$ cat src/rtl/lcd_window_sequencer.sv
// lcd_window_sequencer: emits CASET/PASET/RAMWR commands and RGB565 pixel bytes for a window.
// Optional macro LCD_TE_SYNC_EN adds the te port and holds RAMWR until a te rising edge.
module lcd_window_sequencer #(
    parameter int WIDTH  = 320,
    parameter int HEIGHT = 240
) (
    input  logic        clk,
    input  logic        reset,
    input  logic [8:0]  x0,
    input  logic [8:0]  x1,
    input  logic [8:0]  y0,
    input  logic [8:0]  y1,
    input  logic        start,
    output logic        busy,
    output logic        done,
    output logic        err,
    input  logic [15:0] px_data,
    input  logic        px_valid,
    output logic        px_ready,
    output logic [7:0]  byte_data,
    output logic        byte_dc,
    output logic        byte_valid,
    input  logic        byte_ready
`ifdef LCD_TE_SYNC_EN
    ,
    input  logic        te
`endif
);

    localparam logic [2:0] IDLE    = 3'd0;
    localparam logic [2:0] CASET   = 3'd1;
    localparam logic [2:0] PASET   = 3'd2;
`ifdef LCD_TE_SYNC_EN
    localparam logic [2:0] WAIT_TE = 3'd3;
`endif
    localparam logic [2:0] RAMWR   = 3'd4;
    localparam logic [2:0] PIX_HI  = 3'd5;
    localparam logic [2:0] PIX_LO  = 3'd6;
    localparam logic [2:0] FINISH  = 3'd7;

    localparam logic [7:0] CMD_CASET = 8'h2A;
    localparam logic [7:0] CMD_PASET = 8'h2B;
    localparam logic [7:0] CMD_RAMWR = 8'h2C;

    localparam logic [9:0] WIDTH_L  = 10'(WIDTH);
    localparam logic [9:0] HEIGHT_L = 10'(HEIGHT);

    logic [2:0]  state_q, state_d;
    logic [2:0]  idx_q, idx_d;
    logic [16:0] n_q, n_d;
    logic [8:0]  x0_q, x0_d, x1_q, x1_d, y0_q, y0_d, y1_q, y1_d;
    logic [7:0]  lo_q, lo_d;
    logic [7:0]  byte_data_q, byte_data_d;
    logic        byte_dc_q, byte_dc_d;
    logic        byte_valid_q, byte_valid_d;
    logic        busy_q, busy_d;
    logic        done_q, done_d;
    logic        err_q, err_d;

    logic        xfer_s;
    logic        can_load_s;
    logic        win_ok_s;
    logic [16:0] w_s, h_s, pix_count_s;

    // Argument byte idx (1..4) of a big-endian 16-bit start/end pair, 9-bit coords zero-extended
    function automatic logic [7:0] arg_byte(input logic [2:0] idx, input logic [8:0] lo_v,
                                            input logic [8:0] hi_v);
        logic [7:0] b;
        case (idx)
            3'd1:    b = {7'd0, lo_v[8]};
            3'd2:    b = lo_v[7:0];
            3'd3:    b = {7'd0, hi_v[8]};
            3'd4:    b = hi_v[7:0];
            default: b = 8'h00;
        endcase
        return b;
    endfunction

    assign xfer_s      = byte_valid_q & byte_ready;
    assign can_load_s  = ~byte_valid_q | byte_ready;
    assign win_ok_s    = (x0 <= x1) && ({1'b0, x1} < WIDTH_L) &&
                         (y0 <= y1) && ({1'b0, y1} < HEIGHT_L);
    assign w_s         = {8'd0, x1_q} - {8'd0, x0_q} + 17'd1;
    assign h_s         = {8'd0, y1_q} - {8'd0, y0_q} + 17'd1;
    assign pix_count_s = w_s * h_s;

`ifdef LCD_TE_SYNC_EN
    logic te_sync1_q, te_sync2_q, te_prev_q;
    logic te_rise_s;

    // Two-flop synchroniser plus a delayed copy for rising-edge detection of te
    always_ff @(posedge clk or posedge reset) begin
        if (reset) begin
            te_sync1_q <= 1'b0;
            te_sync2_q <= 1'b0;
            te_prev_q  <= 1'b0;
        end else begin
            te_sync1_q <= te;
            te_sync2_q <= te_sync1_q;
            te_prev_q  <= te_sync2_q;
        end
    end

    assign te_rise_s = te_sync2_q & ~te_prev_q;
`endif

    // Next-state logic: a new byte is loaded whenever the output slot is free or being emptied
    always_comb begin
        state_d      = state_q;
        idx_d        = idx_q;
        n_d          = n_q;
        x0_d         = x0_q;
        x1_d         = x1_q;
        y0_d         = y0_q;
        y1_d         = y1_q;
        lo_d         = lo_q;
        byte_data_d  = byte_data_q;
        byte_dc_d    = byte_dc_q;
        byte_valid_d = byte_valid_q;
        busy_d       = busy_q;
        done_d       = 1'b0;
        err_d        = 1'b0;
        case (state_q)
            IDLE: begin
                if (start) begin
                    if (win_ok_s) begin
                        x0_d    = x0;
                        x1_d    = x1;
                        y0_d    = y0;
                        y1_d    = y1;
                        idx_d   = 3'd0;
                        busy_d  = 1'b1;
                        state_d = CASET;
                    end else begin
                        err_d = 1'b1;
                    end
                end else begin
                    state_d = IDLE;
                end
            end
            CASET: begin
                if (can_load_s) begin
                    byte_valid_d = 1'b1;
                    if (idx_q == 3'd5) begin
                        byte_data_d = CMD_PASET;
                        byte_dc_d   = 1'b0;
                        idx_d       = 3'd1;
                        state_d     = PASET;
                    end else if (idx_q == 3'd0) begin
                        byte_data_d = CMD_CASET;
                        byte_dc_d   = 1'b0;
                        idx_d       = 3'd1;
                    end else begin
                        byte_data_d = arg_byte(idx_q, x0_q, x1_q);
                        byte_dc_d   = 1'b1;
                        idx_d       = idx_q + 3'd1;
                    end
                end else begin
                    state_d = CASET;
                end
            end
            PASET: begin
                if (can_load_s) begin
                    if (idx_q == 3'd5) begin
`ifdef LCD_TE_SYNC_EN
                        byte_valid_d = 1'b0;
                        state_d      = WAIT_TE;
`else
                        byte_valid_d = 1'b1;
                        byte_data_d  = CMD_RAMWR;
                        byte_dc_d    = 1'b0;
                        n_d          = pix_count_s;
                        state_d      = RAMWR;
`endif
                    end else begin
                        byte_valid_d = 1'b1;
                        byte_data_d  = arg_byte(idx_q, y0_q, y1_q);
                        byte_dc_d    = 1'b1;
                        idx_d        = idx_q + 3'd1;
                    end
                end else begin
                    state_d = PASET;
                end
            end
`ifdef LCD_TE_SYNC_EN
            WAIT_TE: begin
                if (te_rise_s) begin
                    byte_valid_d = 1'b1;
                    byte_data_d  = CMD_RAMWR;
                    byte_dc_d    = 1'b0;
                    n_d          = pix_count_s;
                    state_d      = RAMWR;
                end else begin
                    state_d = WAIT_TE;
                end
            end
`endif
            RAMWR: begin
                if (xfer_s) begin
                    byte_valid_d = 1'b0;
                    state_d      = PIX_HI;
                end else begin
                    state_d = RAMWR;
                end
            end
            PIX_HI: begin
                if (!byte_valid_q) begin
                    if (px_valid) begin
                        byte_valid_d = 1'b1;
                        byte_data_d  = px_data[15:8];
                        byte_dc_d    = 1'b1;
                        lo_d         = px_data[7:0];
                    end else begin
                        state_d = PIX_HI;
                    end
                end else if (xfer_s) begin
                    byte_data_d = lo_q;
                    state_d     = PIX_LO;
                end else begin
                    state_d = PIX_HI;
                end
            end
            PIX_LO: begin
                if (xfer_s) begin
                    byte_valid_d = 1'b0;
                    n_d          = n_q - 17'd1;
                    if (n_q == 17'd1) begin
                        busy_d  = 1'b0;
                        done_d  = 1'b1;
                        state_d = FINISH;
                    end else begin
                        state_d = PIX_HI;
                    end
                end else begin
                    state_d = PIX_LO;
                end
            end
            FINISH: begin
                state_d = IDLE;
            end
            default: begin
                byte_valid_d = 1'b0;
                busy_d       = 1'b0;
                state_d      = IDLE;
            end
        endcase
    end

    // State and output registers; reset abandons any window in progress
    always_ff @(posedge clk or posedge reset) begin
        if (reset) begin
            state_q      <= IDLE;
            idx_q        <= 3'd0;
            n_q          <= 17'd0;
            x0_q         <= 9'd0;
            x1_q         <= 9'd0;
            y0_q         <= 9'd0;
            y1_q         <= 9'd0;
            lo_q         <= 8'h00;
            byte_data_q  <= 8'h00;
            byte_dc_q    <= 1'b0;
            byte_valid_q <= 1'b0;
            busy_q       <= 1'b0;
            done_q       <= 1'b0;
            err_q        <= 1'b0;
        end else begin
            state_q      <= state_d;
            idx_q        <= idx_d;
            n_q          <= n_d;
            x0_q         <= x0_d;
            x1_q         <= x1_d;
            y0_q         <= y0_d;
            y1_q         <= y1_d;
            lo_q         <= lo_d;
            byte_data_q  <= byte_data_d;
            byte_dc_q    <= byte_dc_d;
            byte_valid_q <= byte_valid_d;
            busy_q       <= busy_d;
            done_q       <= done_d;
            err_q        <= err_d;
        end
    end

    assign busy       = busy_q;
    assign done       = done_q;
    assign err        = err_q;
    assign byte_data  = byte_data_q;
    assign byte_dc    = byte_dc_q;
    assign byte_valid = byte_valid_q;
    assign px_ready   = (state_q == PIX_HI) && !byte_valid_q;

endmodule
$ cat config.mk
export PLATFORM = sky130hd
export DESIGN_NAME = lcd_window_sequencer
export DESIGN_NICKNAME = d
export VERILOG_FILES = /design/src/rtl/lcd_window_sequencer.sv
export SDC_FILE = /design/constraint.sdc
export NUM_CORES = 1
export LEC_CHECK = 0
export CAP_MARGIN = 20
export CORE_UTILIZATION = 50
export CTS_CLUSTER_DIAMETER = 100
export DETAILED_ROUTE_END_ITERATION = 7
export PLACE_DENSITY_LB_ADDON = 0.05
export SLEW_MARGIN = 15
export SYNTH_ARGS = -nofsm -noshare
export SYNTH_HDL_FRONTEND = slang
export SYNTH_SLANG_ARGS = --single-unit
$ cat constraint.sdc
create_clock -name clk -period 17.9 [get_ports clk]
set_input_delay 3.58 -clock clk [delete_from_list [all_inputs] [get_ports clk]]
set_output_delay 3.58 -clock clk [all_outputs]
set_load 0.05 [all_outputs]
==> flow_metrics.env, run 1 <==
export IMPL_synth_area_leaders="dfrtp_1 (21%), fa_1 (18%), ha_1 (11%)"
export IMPL_gp_congestion=0.848
export IMPL_finalNetCount=1388
export IMPL_finClkSkew_ns=0.0119
export IMPL_fmax_ghz=0.130
export IMPL_async_reset_ff_share_pct=100
export IMPL_path_clk_slew_ns=0.07
export IMPL_holdWs_ns=0.478
export IMPL_cts_resized=0
export IMPL_cts_buffer_depth=2
export IMPL_rows=50
export IMPL_hp_start="busy"
export IMPL_vias=7480
export IMPL_die_area_um2=19800
export IMPL_io_buffers=70
export IMPL_path_class="register to register"
export IMPL_status="complete, no violations"
export IMPL_postSynthAreaPerCell_um2=8.71
export IMPL_drive_above_1_share_pct=7.30
export IMPL_htreeDepth=3
export IMPL_end_kind="register"
export IMPL_hp_class="register to register"
export IMPL_finalHoldViolations=0
export IMPL_synth_top_area_share_pct=20.8
export IMPL_clock_sinks=80
export IMPL_die_x_um=141
export IMPL_synth_cells=1106
export IMPL_synth_edf_count=0
export IMPL_core_area_um2=18800
export IMPL_synth_most_common_cell="inv_1"
export IMPL_critical_path_max_stage_delay_ns=0.56
export IMPL_fin_crit_sh_pct=42.9
export IMPL_r2r_start="y1_q[0]"
export IMPL_drv_slew=0
export IMPL_post_place_ws_ns=10.22
export IMPL_clk_latency_ns=0.36
export IMPL_globalRouteTotalUtil_pct=24.1
export IMPL_wl_per_cell_um=16.1
export IMPL_initial_utilization_pct=51.3
export IMPL_synth_top_area_cell="dfrtp_1"
export IMPL_worstSetupStartpoint="y1_q[0]"
export IMPL_synth_commonest_cells="inv_1 (187), fa_1 (86), ha_1 (86), nor2_1 (86), nand2_1 (84)"
export IMPL_cp_required_ns=18.18
export IMPL_synth_fp_nets=1335
export IMPL_crit_fanout=9
export IMPL_ios=71
export IMPL_syn_area_um2=9630
export IMPL_slew_headroom_pct=22.4
export IMPL_start_kind="register"
export IMPL_grt_pass1_vias=7440
export IMPL_die_h_um=141
export IMPL_antenna_found_initial=0
export IMPL_cts_setup_buffers=0
export IMPL_cts_buffers=9
export IMPL_viasPerCell=5.35
export IMPL_synthToLayoutAreaGrowth_pct=12.7
export IMPL_fin_crit_ns=7.67
export IMPL_max_cap_viol_count=0
export IMPL_synth_ff_type="dfrtp_1"
export IMPL_cts_root_buffer="clkbuf_16"
export IMPL_fin_ws_ns=10.23
export IMPL_synth_seq_cells=80
export IMPL_rsz0062_at_grt="false"
export IMPL_antenna_cells=0
export IMPL_totalWireLength_um=22500
export IMPL_ctsHoldBuffers=0
export IMPL_ant_nets=0
export IMPL_setup_viol=0
export IMPL_synth_distinct_cells=67
export IMPL_synth_seq_area_share_pct=20.8
export IMPL_drc=0
export IMPL_dr_first_iter_drc_count=356
export IMPL_grt_overflow_total=0
export IMPL_grt_max_degree=81
export IMPL_cts_tree="built"
export IMPL_fin_tns_setup_ns=0
export IMPL_cp_arrival_ns=7.95
export IMPL_drt_pass1_iter_count=5
export IMPL_synth_warnings=0
export IMPL_grt_pass1_wl_um=37700
export IMPL_crit_path_top_delay_cell="or4b_4"
export IMPL_max_slew_worst_pin_slew_ns=1.16
export IMPL_place_hpwl_um=18200
[critical path, delay by kind of cell (launching register included)]
kind | cells | cell delay [ns]
adders and majority gates | 8 | 3.46
and+or+nand+nor | 5 | 1.55
AOI/OAI and AO/OA | 6 | 1.18
xor gates and xnor gates | 3 | 0.66
DFF | 1 | 0.39
buffers and inverters | 6 | 0.32
[cells by family (layout without fill, tap and decap cells)]
group	Yosys count	in the layout	synth area share, %
and+or+nand+nor	315	315	15.8
buffers and inverters	227	285	9.08
AOI/OAI and AO/OA	206	206	13.9
adders and majority gates	172	172	29.0
DFF	80	80	20.8
xor gates and xnor gates	53	53	5.31
muxes	53	53	6.08
[flip-flops by register name, indices dropped and copies added, names as in the netlist, 3 cells and up]
signal,count
n_q,17
lo_q,8
state_q,3
x0_q,9
byte_data,8
x1_q,9
y0_q,9
idx_q,3
y1_q,9
[metrics by stage]
stage	util, %	instances	cell area (um2)
floorplan	-	1106	9630
global placement	56.1	1382	10500
detailed placement	56.1	1382	10500
CTS	57.8	1398	10900
global route	57.8	1398	10900
finish	57.8	1398	10900
[layout make-up]
| class | instances | area, um2 |
|---|---|---|
| repair buffers | 80 | 779 |
| clock inverters | 6 | 75.1 |
| well taps | 234 | 293 |
| clock buffers | 10 | 239 |
| flip-flops and latches | 80 | 2000 |
| inverters | 189 | 711 |
| fillers | 1740 | 7910 |
| multi-input cells | 799 | 6760 |
[worst paths after layout]
check	end	slack [ns]	depth (start not counted)
hold / removal	busy	0.48	2
max in group asynchronous	x0_q[6]	13.62	3
min in group asynchronous	n_q[2]	3.74	3
setup reg to reg	n_q[16]	10.23	28
hold reg to reg	busy	0.48	2
setup / recovery	n_q[16]	10.23	28
[per-layer routing]
layer	GRT usage [%]	routed length, um	vias up
met4	6.92	388	0
met1	32.2	10800	3574
met3	2.62	507	22
met2	41.3	10800	130
li1	-	-	3754
met5	0	0	-
[cell usage in the layout, fill, tap and decap left out, types with 22 or more instances in the layout]
cell             netlist  layout
nand2_1               84      84
dfrtp_1               80      80
mux2_2                44      44
clkdlybuf4s50_1        0      70
fa_1                  86      86
and2_1                31      31
o21ai_0               47      47
ha_1                  86      86
inv_1                187     186
nor3_1                22      22
xnor2_1               32      32
nor2_1                86      86
a21oi_1               63      63
Power of run 1 is not shown: default switching activity piles up to over one toggle a cycle in this logic, so the estimate is an artifact.
==> run 2, diff against run 1 <==
clock period = 6.8 ns   (was 17.9 ns; I/O delays follow)
==> run 2 against run 1 <==
Against the previous run: the flow now finishes with violations (negative setup slack); first-iteration DRC count increased by 7.3%; sequential share of layout area shrank 1.7 points; clock-buffer cell count is 1 lower; fmax up 12%; die area stayed put; routed wire length rose by 2.8%; worst hold slack got worse by 0.0013 ns; non-clock buffer count rose by 90; worst setup slack lost 10 ns; critical path type unchanged.
==> flow_metrics.env, run 2 (synthesis results as in run 1) <==
export IMPL_status="finished with violations"
export IMPL_violations="negative setup slack"
export IMPL_hp_start="busy"
export IMPL_finClkSkew_ns=0.0129
export IMPL_antenna_found_initial=0
export IMPL_max_cap_viol_count=0
export IMPL_ctsHoldBuffers=0
export IMPL_crit_fanout=4
export IMPL_regMostFlops="n_q"
export IMPL_grt_pass1_vias=7986
export IMPL_ant_nets=0
export IMPL_fin_crit_sh_pct=101
export IMPL_end_kind="register"
export IMPL_multiInputGateArea_um2=7120
export IMPL_r2r_cells=27
export IMPL_drive_above_1_share_pct=18.0
export IMPL_globalRouteTotalUtil_pct=24.7
export IMPL_io_buffers=70
export IMPL_finalHoldViolations=0
export IMPL_dr_first_iter_drc_count=382
export IMPL_hold_end="busy"
export IMPL_cp_arrival_ns=7.15
export IMPL_die_area_um2=19800
export IMPL_r2r_end="n_q[16]"
export IMPL_place_hpwl_um=18600
export IMPL_htreeDepth=3
export IMPL_gp_congestion=0.892
export IMPL_r2r_start="x1_q[0]"
export IMPL_setup_viol=1
export IMPL_wl_per_cell_um=15.6
export IMPL_totalWireLength_um=23100
export IMPL_cts_root_buffer="clkbuf_16"
export IMPL_cts_tree="built"
export IMPL_clock_sinks=80
export IMPL_clk_latency_ns=0.36
export IMPL_ios=71
export IMPL_finalNetCount=1478
export IMPL_die_h_um=141
export IMPL_post_place_ws_ns=-0.243
export IMPL_mostFrequentLayoutCell="inv_1"
export IMPL_hp_class="register to register"
export IMPL_rsz0062_at_grt="true"
export IMPL_grt_max_degree=81
export IMPL_die_x_um=141
export IMPL_drv_slew=0
export IMPL_grt_pass1_wl_um=39000
export IMPL_seq_area_um2=2000
export IMPL_drt_pass1_iter_count=5
export IMPL_largest_reg_flops=17
export IMPL_fin_crit_ns=6.87
export IMPL_rows=50
export IMPL_cts_buffer_depth=2
export IMPL_final_util_pct=63.5
export IMPL_start_kind="register"
export IMPL_initial_utilization_pct=51.3
export IMPL_hold_path_depth=2
export IMPL_final_cell_mix="inv_1 (182), buf_4 (98), nor2_1 (83), fa_1 (83)"
export IMPL_path_class="register to register"
export IMPL_antenna_cells=0
export IMPL_path_clk_slew_ns=0.07
export IMPL_fmax_ghz=0.146
export IMPL_fin_tns_setup_ns=-0.0701
export IMPL_cp_required_ns=7.08
export IMPL_drc=0
export IMPL_fin_ws_ns=-0.0701
export IMPL_r2r_slack_ns=-0.07
export IMPL_slew_headroom_pct=36.7
export IMPL_max_slew_worst_pin_slew_ns=0.946
export IMPL_core_area_um2=18800
export IMPL_grt_overflow_total=0
export IMPL_cts_buffers=9
export IMPL_viasPerCell=5.31
export IMPL_fillCellCount=1640
export IMPL_vias=7905
export IMPL_synthToLayoutAreaGrowth_pct=23.8
-- run 2: cell types whose count changed in the layout (fill, tap and decap cells not counted), sizes merged --
cell	before	now
buf	10	100
clkinv	5	3
inv	188	190
bufinv	1	2
clkbuf	10	9
-- run 2: how the worst max path moves through the flow --
stage          startpoint       to  cells after the start
2_1_floorplan     y1_q[0]  n_q[16]                     30
3_3_place_gp      x1_q[0]  n_q[16]                     29
3_5_place_dp      x1_q[0]  n_q[16]                     29
4_1_cts           x1_q[0]  n_q[16]                     28
5_1_grt           x1_q[0]  n_q[16]                     29
6_report          x1_q[0]  n_q[16]                     27
-- run 2: what timing repair did --
action | in CTS | in global routing
resized for setup | 7 | 29
setup buffers | 2 | 7
endpoints found under the setup margin | 2 | 6
pin swaps | 12 | 16
-- run 2: routing by layer --
layer / part of all wire [%] / vias up / GRT usage, %
met3: 2.6 / 24 / 2.72
met4: 1.9 / 0 / 6.69
met5: 0 / - / 0
met1: 46 / 3808 / 32.4
met2: 50 / 138 / 43.3
li1: - / 3935 / -
-- run 2: worst max-delay path, cell delays in order (launching register included) --
cell and delay, ns:
dfrtp_1 0.39, inv_1 0.06, ha_2 0.17, inv_2 0.04, fa_2 0.34, a21o_1 0.19, a21oi_2 0.17, xnor2_2 0.13
or4b_4 0.52, nor2_4 0.18, xor2_4 0.22, buf_4 0.16, nand2_1 0.08, fa_1 0.53, inv_1 0.05, fa_1 0.48
fa_1 0.50, fa_1 0.49, inv_1 0.05, fa_1 0.53, inv_1 0.06, ha_4 0.24, a21o_1 0.20, a41o_1 0.21
o41ai_2 0.25, xnor2_1 0.17, xnor3_1 0.24, o211ai_2 0.13
-- run 2: cell type report --
type / count / share of cell area, %
clock buffers: 9 / 1.89
clock inverters: 7 / 0.902
inverters: 189 / 5.96
multi-input cells: 799 / 59.7
flip-flops and latches: 80 / 16.8
well taps: 234 / 2.46
repair buffers: 170 / 12.3
-- run 2: metrics by stage --
| step | std cells | area (um2) | hold WS (ns) |
|---|---|---|---|
| after floorplan | 1106 | 9850 | 0.442 |
| after global placement | 1463 | 11400 | 0.462 |
| after detailed placement | 1463 | 11400 | 0.467 |
| after CTS | 1481 | 11700 | 0.485 |
| after global routing | 1488 | 11900 | 0.501 |
| final | 1488 | 11900 | 0.476 |
Power of run 2 is left out for the same reason.
==> run 3, diff against run 2 <==
CORE_UTILIZATION = 55   (was 50)
==> run 3 against run 2 <==
Against the previous run: the flow still finishes with violations (negative setup slack); clock-buffer cell count unchanged; critical path type unchanged; via count up 2.0%; cell area up 1.7%; fmax up 0.16%; worst hold slack better by 0.0041 ns; non-clock buffer count up 9; critical path depth up 1; sequential cell count unchanged; register-to-register slack about the same; core utilization up 7.1 points; worst setup slack better by 0.011 ns.
==> flow_metrics.env, run 3 (synthesis results as in run 1) <==
export IMPL_max_slew_worst_pin_slew_ns=1.06
export IMPL_path_clk_slew_ns=0.07
export IMPL_fmax_ghz=0.146
export IMPL_fin_ws_ns=-0.0589
export IMPL_drc=0
export IMPL_cts_buffer_depth=2
export IMPL_rsz0062_at_grt="true"
export IMPL_place_hpwl_um=18700
export IMPL_antenna_found_initial=0
export IMPL_ios=71
export IMPL_dp_cells=1456
export IMPL_grt_pass1_wl_um=38200
export IMPL_die_area_um2=18000
export IMPL_start_kind="register"
export IMPL_ctsHoldBuffers=0
export IMPL_fin_tns_setup_ns=-0.0589
export IMPL_die_x_um=134
export IMPL_mostFrequentLayoutCell="inv_1"
export IMPL_viasPerCell=5.42
export IMPL_htreeDepth=3
export IMPL_fin_crit_ns=6.86
export IMPL_cp_arrival_ns=7.14
export IMPL_grt_overflow_total=0
export IMPL_cts_tree="built"
export IMPL_critical_path_max_stage_delay_ns=0.54
export IMPL_wl_per_cell_um=15.7
export IMPL_gp_congestion=0.920
export IMPL_slew_headroom_pct=29.4
export IMPL_io_buffers=70
export IMPL_critical_path_top_delay_family="adder cells"
export IMPL_clock_sinks=80
export IMPL_rows=48
export IMPL_final_cell_mix="inv_1 (179), buf_4 (103), nor2_1 (83), fa_1 (83), dfrtp_1 (80)"
export IMPL_holdWs_ns=0.480
export IMPL_drt_pass1_iter_count=5
export IMPL_core_area_um2=17200
export IMPL_cts_buffers=9
export IMPL_dr_first_iter_drc_count=363
export IMPL_max_cap_viol_count=0
export IMPL_hp_class="register to register"
export IMPL_totalWireLength_um=23300
export IMPL_finalHoldViolations=0
export IMPL_finalNetCount=1487
export IMPL_die_h_um=134
export IMPL_antenna_cells=0
export IMPL_finClkSkew_ns=0.00816
export IMPL_crit_path_top_delay_cell="or4b_4"
export IMPL_crit_fanout=3
export IMPL_cts_root_buffer="clkbuf_16"
export IMPL_fillCellCount=1384
export IMPL_fin_cells=1488
export IMPL_path_buf_inv=5
export IMPL_globalRouteTotalUtil_pct=26.7
export IMPL_initial_utilization_pct=56.1
export IMPL_path_common_cell="fa_1"
export IMPL_cp_required_ns=7.08
export IMPL_end_kind="register"
export IMPL_synthToLayoutAreaGrowth_pct=26.0
export IMPL_setup_viol=1
export IMPL_largest_reg_flops=17
export IMPL_regMostFlops="n_q"
export IMPL_vias=8063
export IMPL_grt_max_degree=81
export IMPL_path_class="register to register"
export IMPL_fin_crit_sh_pct=101
export IMPL_clk_latency_ns=0.35
export IMPL_ant_nets=0
export IMPL_violations="negative setup slack"
export IMPL_status="finished with violations"
export IMPL_drive_above_1_share_pct=19.8
export IMPL_grt_pass1_vias=8019
export IMPL_drv_slew=0
## run 3: worst min-delay path: stages (launching register included)
cell and delay [ns]:
dfrtp_1 0.34, nand2_1 0.05, nand2_1 0.06
## run 3: what timing repair did
action	in CTS	in global routing
resized for setup	12	52
pin swaps	16	28
setup endpoints to repair	2	6
buffers inserted	4	11
## run 3: cell type report
class,instances,area (um2),area share [%]
Clock inverter,7,109,0.897
Timing Repair Buffer,179,1570,12.9
Multi-Input combinational cell,799,7240,59.7
Inverter,189,711,5.86
Sequential cell,80,2000,16.5
Clock buffer,9,225,1.86
Tap cell,225,282,2.32
## run 3: final timing paths
check	from	endpoint	slack (ns)	depth (start not counted)
worst max-delay path	x1_q[0]	n_q[16]	-0.06	28
worst min-delay path	busy	busy	0.48	2
worst max register to register	x1_q[0]	n_q[16]	-0.06	28
worst min register to register	busy	busy	0.48	2
max in group asynchronous	reset	x0_q[5]	4.85	4
min in group asynchronous	reset	n_q[2]	1.34	3
## run 3: routing by layer
| metal | up-vias | share of wire, % | GRT usage (%) | wire length (um) |
|---|---|---|---|---|
| met4 | 0 | 3.5 | 10.9 | 809 |
| met1 | 3906 | 44 | 33.7 | 10400 |
| li1 | 3955 | - | - | - |
| met5 | - | 0 | 0 | 0 |
| met3 | 46 | 2.4 | 2.72 | 549 |
| met2 | 156 | 50 | 47.0 | 11600 |
## run 3: per-stage QoR
stage | setup slack [ns] | utilization, % | cell area [um2]
floorplan | 0.00340 | - | 9850
global placement | -0.0682 | 66.2 | 11400
detailed placement | -0.208 | 66.2 | 11400
CTS | -0.0422 | 68.7 | 11800
global route | -0.336 | 70.6 | 12100
finish | -0.0589 | 70.6 | 12100
Power of run 3 is left out for the same reason.
